`src/rtl/store_write_queue.sv`:
```
// store_write_queue
//   Buffered store path between the execute stage and the memory/MMIO write
//   ports. Store requests are formatted into word-lane beats at enqueue time
//   and held in a DEPTH-entry FIFO, then drained one beat per handshake.
//
//   Optional feature macro: MISALIGNED_SPLIT_EN
//     defined   : misaligned SH/SW to dmem/imem is split into two beats
//     undefined : such requests are dropped with store_err
//
//   Ports
//     clk, rst_n                  clock, async active-low reset
//     req_valid/req_ready         request handshake (req_ready = !full)
//     req_funct3/addr/data        SB/SH/SW, byte address, right-justified data
//     wr_valid/wr_ready           write beat handshake
//     wr_addr/wr_data/wr_mask     beat address, lane data, byte enables
//     wr_dmem/imem/mmio/fb        region selects
//     count                       occupied FIFO entries
//     store_err                   one-cycle pulse after a dropped request
//
//   Output FSM (split build only)
//     state     | meaning
//     ST_FIRST  | presenting beat 0 of the head entry
//     ST_SECOND | presenting beat 1 of a split head entry
module store_write_queue #(
  parameter int DEPTH  = 4,
  parameter int ADDR_W = 32
) (
  input  logic                         clk,
  input  logic                         rst_n,
  input  logic                         req_valid,
  output logic                         req_ready,
  input  logic [2:0]                   req_funct3,
  input  logic [ADDR_W-1:0]            req_addr,
  input  logic [31:0]                  req_data,
  output logic                         wr_valid,
  input  logic                         wr_ready,
  output logic [ADDR_W-1:0]            wr_addr,
  output logic [31:0]                  wr_data,
  output logic [3:0]                   wr_mask,
  output logic                         wr_dmem,
  output logic                         wr_imem,
  output logic                         wr_mmio,
  output logic                         wr_fb,
  output logic [$clog2(DEPTH):0]       count,
  output logic                         store_err
);

  localparam int PTR_W = $clog2(DEPTH);
  localparam int CNT_W = PTR_W + 1;

  // sel bit order: {fb, mmio, imem, dmem}
  typedef struct packed {
    logic [ADDR_W-1:0] addr0;
    logic [31:0]       data0;
    logic [3:0]        mask0;
    logic [3:0]        sel;
`ifdef MISALIGNED_SPLIT_EN
    logic              split;
    logic [31:0]       data1;
    logic [3:0]        mask1;
`endif
  } entry_t;

  entry_t            fifo_mem [DEPTH];
  entry_t            head;
  entry_t            fmt;
  logic [PTR_W-1:0]  wr_ptr;
  logic [PTR_W-1:0]  rd_ptr;
  logic              full;
  logic              push;
  logic              pop;
  logic              drop;

  logic [1:0]        k;
  logic [3:0]        region;
  logic              is_dmem, is_imem, is_mmio, is_fb, is_mem;
  logic              f_ok, misalign;
  logic [3:0]        base;
  logic [31:0]       datum;
  logic [7:0]        mask_wide;
  logic [63:0]       data_wide;

  // Request formatting: everything a beat needs is computed before enqueue.
  always_comb begin
    k         = req_addr[1:0];
    region    = req_addr[ADDR_W-1 -: 4];
    is_dmem   = (region == 4'b0001) || (region == 4'b0011);
    is_imem   = (region == 4'b0010) || (region == 4'b0011);
    is_mmio   = (region == 4'b1000);
    is_fb     = (region == 4'b1001);
    is_mem    = is_dmem || is_imem;
    f_ok      = 1'b1;
    base      = 4'b0000;
    datum     = 32'h0;
    case (req_funct3)
      3'b000:  begin base = 4'b0001; datum = {24'h0, req_data[7:0]};  end
      3'b001:  begin base = 4'b0011; datum = {16'h0, req_data[15:0]}; end
      3'b010:  begin base = 4'b1111; datum = req_data;                end
      default: f_ok = 1'b0;
    endcase
    misalign  = ((req_funct3 == 3'b001) && (k == 2'd3)) ||
                ((req_funct3 == 3'b010) && (k != 2'd0));
    // Double-width shifts: low half is beat 0, high half spills into beat 1.
    mask_wide = {4'b0000, base} << k;
    data_wide = {32'h0, req_data} << {k, 3'b000};

    fmt       = '0;
    fmt.sel   = {is_fb, is_mmio, is_imem, is_dmem};
    fmt.addr0 = {req_addr[ADDR_W-1:2], 2'b00};
    fmt.data0 = datum << {k, 3'b000};
    fmt.mask0 = base << k;
    if (is_mmio) begin
      fmt.addr0 = req_addr;
    end else if (is_fb && (req_funct3 == 3'b000)) begin
      fmt.addr0 = req_addr;
      fmt.data0 = {24'h0, req_data[7:0]};
      fmt.mask0 = 4'b0001;
    end else if (!is_mem && !is_fb) begin
      fmt.mask0 = 4'b0000;
    end

`ifdef MISALIGNED_SPLIT_EN
    if (is_mem && misalign) begin
      fmt.split = 1'b1;
      fmt.data0 = data_wide[31:0];
      fmt.mask0 = mask_wide[3:0];
      fmt.data1 = data_wide[63:32];
      fmt.mask1 = mask_wide[7:4];
    end
    drop = !f_ok || (misalign && !is_mem);
`else
    drop = !f_ok || misalign;
`endif
  end

  assign full      = (count == CNT_W'(DEPTH));
  assign req_ready = !full;
  assign push      = req_valid && req_ready && !drop;
  assign head      = fifo_mem[rd_ptr];

`ifdef MISALIGNED_SPLIT_EN
  typedef enum logic {ST_FIRST, ST_SECOND} state_t;
  state_t state;

  assign pop = wr_valid && wr_ready && ((state == ST_SECOND) || !head.split);

  always_ff @(posedge clk or negedge rst_n) begin
    if (!rst_n) begin
      state <= ST_FIRST;
    end else begin
      case (state)
        ST_FIRST:  if (wr_valid && wr_ready && head.split) state <= ST_SECOND;
        ST_SECOND: if (wr_valid && wr_ready)               state <= ST_FIRST;
        default:   state <= ST_FIRST;
      endcase
    end
  end
`else
  assign pop = wr_valid && wr_ready;
`endif

  // Beat fields come straight from the head entry flops; zeroed when empty.
  always_comb begin
    wr_valid = (count != '0);
    wr_addr  = '0;
    wr_data  = '0;
    wr_mask  = '0;
    wr_dmem  = 1'b0;
    wr_imem  = 1'b0;
    wr_mmio  = 1'b0;
    wr_fb    = 1'b0;
    if (wr_valid) begin
      wr_addr = head.addr0;
      wr_data = head.data0;
      wr_mask = head.mask0;
      {wr_fb, wr_mmio, wr_imem, wr_dmem} = head.sel;
`ifdef MISALIGNED_SPLIT_EN
      if (state == ST_SECOND) begin
        wr_addr = head.addr0 + ADDR_W'(4);
        wr_data = head.data1;
        wr_mask = head.mask1;
      end
`endif
    end
  end

  always_ff @(posedge clk) begin
    if (push) fifo_mem[wr_ptr] <= fmt;
  end

  always_ff @(posedge clk or negedge rst_n) begin
    if (!rst_n) begin
      wr_ptr    <= '0;
      rd_ptr    <= '0;
      count     <= '0;
      store_err <= 1'b0;
    end else begin
      store_err <= req_valid && req_ready && drop;
      if (push) wr_ptr <= wr_ptr + 1'b1;
      if (pop)  rd_ptr <= rd_ptr + 1'b1;
      case ({push, pop})
        2'b10:   count <= count + 1'b1;
        2'b01:   count <= count - 1'b1;
        default: count <= count;
      endcase
    end
  end

endmodule

```
`config.mk`:
```
export PLATFORM = sky130hd
export DESIGN_NAME = store_write_queue
export DESIGN_NICKNAME = d
export VERILOG_FILES = /design/src/rtl/store_write_queue.sv
export SDC_FILE = /design/constraint.sdc
export NUM_CORES = 1
export LEC_CHECK = 0
export ABC_AREA = 1
export BUFFER_PORTS_ARGS = -buffer_cell sky130_fd_sc_hd__buf_4
export CORE_MARGIN = 4
export CORE_UTILIZATION = 58
export CTS_CLUSTER_DIAMETER = 120
export DETAILED_ROUTE_END_ITERATION = 6
export GPL_TIMING_DRIVEN = 0
export PLACE_DENSITY = 0.82
export SETUP_SLACK_MARGIN = 0.3
export SLEW_MARGIN = 40
export SYNTH_ARGS = -nofsm -noshare
export SYNTH_HDL_FRONTEND = slang
export SYNTH_SLANG_ARGS = --single-unit
```
`constraint.sdc`:
```
create_clock -name clk -period 6.1 [get_ports clk]
set_input_delay 0.61 -clock clk [delete_from_list [all_inputs] [get_ports clk]]
set_output_delay 0.61 -clock clk [all_outputs]
set_load 0.02 [all_outputs]
```
### After elaboration in Yosys (flattened, before gate mapping)

Memory sizes are Yosys's and may differ from the RTL's.
Index checks and enable logic that the tools add are counted.

* add/subtract/negate cells: 4
* $mul: 0
* divide/modulo/power cells: 0
* magnitude comparators: 0
* equal/unequal tests: 11
* shifts and indexed selects: 2
* mux-type cells: 18
* bitwise gates (word level): 0
* reductions and logical operators: 23

Operators by type and width (count)
* $pmux 32 s3: 1
* $mux 32: 2
* $mux 36: 1
* $mux 34: 1
* $shl 32x5->32: 1
* $mux 4: 3
* $pmux 4 s3: 1
* $eq 4x2->1 const B: 2
* $eq 4x4->1 const B: 2
* $logic_and 1x1->1: 8
* $mux 1: 7
* $pmux 3 s2: 1
* $logic_not 1->1: 5
* $logic_or 1x1->1: 5
* $add 2x1->2 const B: 2
* $eq 2x2->1 const B: 2
* $eq 4x1->1 const B: 1
* $reduce_bool 2->1: 2
* $shl 4x2->4: 1
* $add 3x1->3 const B: 1
* $eq 3x1->1 const B: 1
* $eq 3x2->1 const B: 1
* $eq 3x3->1 const B: 1
* $logic_not 3->1: 1
* 5 further kinds: 5

* register bits: 8
* latch bits: 0
* RAM bits: 288
* memory bits (read-only): 0
* bits of input ports: 71
* output and inout bits: 78
* word-level logic and storage cells: 63
* memories kept: 1

Memories
* fifo_mem: depth 4, bits a word 72, read ports 1, clocked after Yosys merged registers in 0, write ports 1, line 64 `entry_t fifo_mem [DEPTH];`

### Logic depth before layout (Yosys ltp)

* word-level depth: 9
* mapped depth: 11
* gate-level depth less buffers: 10

### Least setup slack after synthesis

No wires, ideal clock.

* path type: input port to flip-flop
* start: in req_addr[1]
* end: mem fifo_mem[0][0] (netlist name) (enable)
* setup time: 0.503 ns
* arrival time: 4.231 ns
* required time: 5.597 ns
* path slack: 1.366 ns
* cell stages on the path: 6
* path buffers: 1
* path through: clkbuf_2 > inv_1 > nand2_1 > nand3_2 > nand4_4 > nor2_1

* word-level cells in the longest chain between the ends: 8
* elaborated cells between the ends (all ways): 10
* those cells by class: eq/ne: 1; mux: 2; reduce/logical: 7

Ends and longest elaborated chain
* start: declaration: line 33 `input logic [ADDR_W-1:0] req_addr,`
* $eq 2x2->1 / $reduce_bool 2->1 (equally long branches): line 101, 102
* $logic_and 1x1->1, on equally long branches: line 101, 102
* $logic_or 1x1->1 *: line 101 `misalign = ((req_funct3 == 3'b001) && (k == 2'd3)) ||`
* $logic_or 1x1->1 *: line 132 `drop = !f_ok || misalign;`
* $logic_not 1->1 *: line 138 `assign push = req_valid && req_ready && !drop;`
* $logic_and 1x1->1 *: line 138
* $mux 1 *: line 188 `if (push) fifo_mem[wr_ptr] <= fmt;`
* $mux 1 (not written as such) *: line 188
* end: declaration: line 64

Every way passes the cells marked *; elsewhere a longest branch is shown, timed or not.

### Worst setup path after layout

* start: reg rd_ptr[0]
* end: out wr_data[7]

* word-level cells in the longest chain between the ends: 2

Ends and longest elaborated chain
* start: declaration: line 68 `logic [PTR_W-1:0] rd_ptr;`
* start signal: assignment: line 200 `if (pop) rd_ptr <= rd_ptr + 1'b1;`
* $mem_v2 4x72
* $mux 32: line 172 `if (wr_valid) begin`
* end: declaration: line 38 `output logic [31:0] wr_data,`

No other way between the ends.

==> impl_metrics.env <==
export IMPL_status="completed"
export IMPL_fin_crit_ns=3.06
export IMPL_cp_startpoint="rd_ptr[0]$_DFFE_PN0P_"
export IMPL_ys_types=30
export IMPL_n_fill_cell=1379
export IMPL_final_setup_worst_slack_ns=3.04
export IMPL_combPwrFrac_pct=44.5
export IMPL_place_ws_ns=3.17
export IMPL_wire_per_inst_microns=19.7
export IMPL_netlist_top_cells_count="nor2_1, edfxtp_1, o21ai_0"
export IMPL_synthAdderAreaFrac_pct=0.654
export IMPL_syn_nets=1201
export IMPL_fin_crit_sh_pct=50.2
export IMPL_drtIter0Drc=1029
export IMPL_synth_top_family_by_area="simple AND/OR/NAND/NOR gates"
export IMPL_clk_insertion_delay_late_ns=0.54
export IMPL_start_util_pct=59.5
export IMPL_clk_path_buf_depth=3
export IMPL_die_y_microns=156
export IMPL_antenna_found_initial=0
export IMPL_synth_enable_flop_cells=288
export IMPL_multi_input_area_sq_mm=0.00324
export IMPL_path_class="reg2out"
export IMPL_groute_usage_overall_pct=25.6
export IMPL_worst_pin_slew_ns=0.596
export IMPL_layout_nets=1395
export IMPL_setup_tns_ns=0
export IMPL_synth_yosys_seq_area_share_pct=70.0
export IMPL_hold_viol_final=0
export IMPL_synthXorXnorAreaFrac_pct=0.277
export IMPL_finClkSkew_ns=0.0163
export IMPL_cp_arrival_ns=2.45
export IMPL_yosys_area_top_type="edfxtp_1"
export IMPL_clkTransAtPathRegs_ns=0.06
export IMPL_cts_tree="done"
export IMPL_yosysMostFrequentCell="nor2_1"
export IMPL_io_pins=149
export IMPL_end_kind="output port"
export IMPL_fmax_mhz=327
export IMPL_syn_to_final_growth_pct=21.9
export IMPL_power_leakage_nw=5.90
export IMPL_crit_required_ns=5.49
export IMPL_timing_rr_start="count[0]$_DFFE_PN0P_"
export IMPL_drcViolationCount=0
export IMPL_rsz0062_at_grt="false"
export IMPL_final_layout_size_suffix_gt1_share_pct=20.6
export IMPL_fp_dieArea_sq_mm=0.0242
export IMPL_diodes=0
export IMPL_yosys_area_share_simple_pct=14.8
export IMPL_via_per_inst=5.73
export IMPL_wl_mm=31.8
export IMPL_drtPass1Iterations=5
export IMPL_ys_seq_elements=296
export IMPL_grt_pass1_vias=9099
export IMPL_p_sw_mw=2.89
export IMPL_setup_violations=0
export IMPL_maxCapViolCount=0
export IMPL_peakVddDrop_uv=223
export IMPL_synthTopCellsByArea="edfxtp_1, nor2_1, o21ai_0"
export IMPL_power_density_mw_per_mm2=484
export IMPL_synth_avg_cell_area_sq_um=11.2
export IMPL_min_from="req_addr[3]"
export IMPL_pwr_share_seq_pct=32.8
export IMPL_yosysWarnings=0
export IMPL_std_cell_rows=53
export IMPL_switching_share_pct=38.7
export IMPL_synth_compound_area_share_pct=9.72
export IMPL_die_w_microns=156
export IMPL_grt_pass1_wl_mm=48.3
export IMPL_core_sq_mm=0.0212
export IMPL_port_buffers=147
export IMPL_relSlewSlack_pct=60.3
export IMPL_register_area_sq_mm=0.00885
export IMPL_ys_flop_type="edfxtp_1"
export IMPL_cts_made_buffers=27
export IMPL_cp_start_kind="flip-flop"
export IMPL_gr_total_overflow=0
export IMPL_clockPowerShare_pct=22.7
export IMPL_grt_max_degree=19
export IMPL_htreeDepth=1
export IMPL_postLayoutCoreUtil_pct=72.6
export IMPL_synth_area_mux_share_pct=0
export IMPL_detail_route_antenna_nets=0
export IMPL_synth_cells=1124
export IMPL_cts_resized=0
export IMPL_cp_max_fo=10
export IMPL_vias=9255
export IMPL_cts_root_buffer="clkbuf_16"
export IMPL_gp_congestion=0.929
export IMPL_holdCritPathClass="in2reg"
export IMPL_syn_area_sq_mm=0.0126
export IMPL_ys_async_sr_fraction_pct=2.70
export IMPL_synth_top_cell_area_share_pct=68.4
export IMPL_cts_sinks=296
export IMPL_hpwlAfterDp_mm=20.8
export IMPL_p_int_mw=4.58
export IMPL_slew_viol_final=0
==> cell type report <==
type	count	share of cell area, %
Clock inverter	16	1.17
Tap cell	275	2.23
Clock buffer	34	4.62
Timing Repair Buffer	165	9.78
Buffer	62	2.49
Multi-Input combinational cell	716	21.1
Sequential cell	296	57.4
Inverter	50	1.22
==> power groups by stage <==
stage                     clock network, mW  registers [mW]  logic [mW]
after detailed placement                  0            2.49        3.27
after global placement                    0            2.51        3.13
final                                  1.70            2.45        3.32
after global routing                   1.79            2.46        3.56
after floorplan                           0            2.51        1.91
after CTS                              1.70            2.45        3.31
==> path summary, 6_finish.rpt <==
path / end / slack, ns / cells after the start
hold reg to reg: count[0]$_DFFE_PN0P_ / 0.55 / 1
max in group asynchronous: count[1]$_DFFE_PN0P_ / 5.52 / 2
setup reg to reg: fifo_mem[2][48]$_DFFE_PP_ / 3.60 / 8
setup / recovery: wr_data[7] / 3.04 / 5
hold / removal: fifo_mem[3][43]$_DFFE_PP_ / 0.28 / 1
min in group asynchronous: count[0]$_DFFE_PN0P_ / 0.45 / 2
==> routing by layer <==
| metal | global-route usage (%) | wire, microns | vias up |
|---|---|---|---|
| li1 | - | - | 4266 |
| met1 | 36.1 | 12500 | 4360 |
| met2 | 41.6 | 15300 | 555 |
| met3 | 3.25 | 3070 | 74 |
| met4 | 9.63 | 917 | 0 |
| met5 | 0 | 0 | - |
==> stage by stage <==
stage | total power, mW | instance area [sq um] | hold slack (ns) | cells
detailed placement | 5.76 | 14500 | 0.437 | 1563
finish | 7.46 | 15400 | 0.275 | 1614
global route | 7.81 | 15400 | 0.266 | 1614
CTS | 7.46 | 15400 | 0.257 | 1614
floorplan | 4.41 | 12600 | 0.314 | 1124
global placement | 5.64 | 14100 | 0.434 | 1546
==> layout by cell type (no fill, tap or decap), drive strengths merged, types with 3 or more instances in the layout <==
cell      n
clkbuf   53
inv      51
ha        5
nand3    28
edfxtp  288
o211ai    6
o21ai   155
nor2    325
clkinv   10
dfrtp     8
a21oi    77
bufinv    4
buf     207
xor2      3
nand2   111
==> worst max-delay path: stages (launching register included) <==
cell	delay [ns]
dfrtp_1	0.42
inv_2	0.21
clkbuf_1	0.50
o21ai_0	0.24
a21oi_1	0.34
buf_4	0.21
==> state kept, by name, indices dropped and copies added (netlist names) <==
signal and count:
fifo_mem 288, count 3, rd_ptr 2, wr_ptr 2
store_err 1
==> logic make-up (layout without fill, tap and decap cells) <==
| logic type | after synthesis | after routing |
|---|---|---|
| DFF | 296 | 296 |
| buffers and inverters | 112 | 327 |
| AOI/OAI and AO/OA | 240 | 240 |
| xor gates and xnor gates | 4 | 4 |
| and+or+nand+nor | 466 | 466 |
| adders and majority gates | 6 | 6 |
==> timing repair <==
action	4_1_cts	5_1_grt
hold endpoints to repair	8	0
buffers inserted	0	0
hold buffers	1	0
Note: power is estimated with default switching activity, not from simulation.
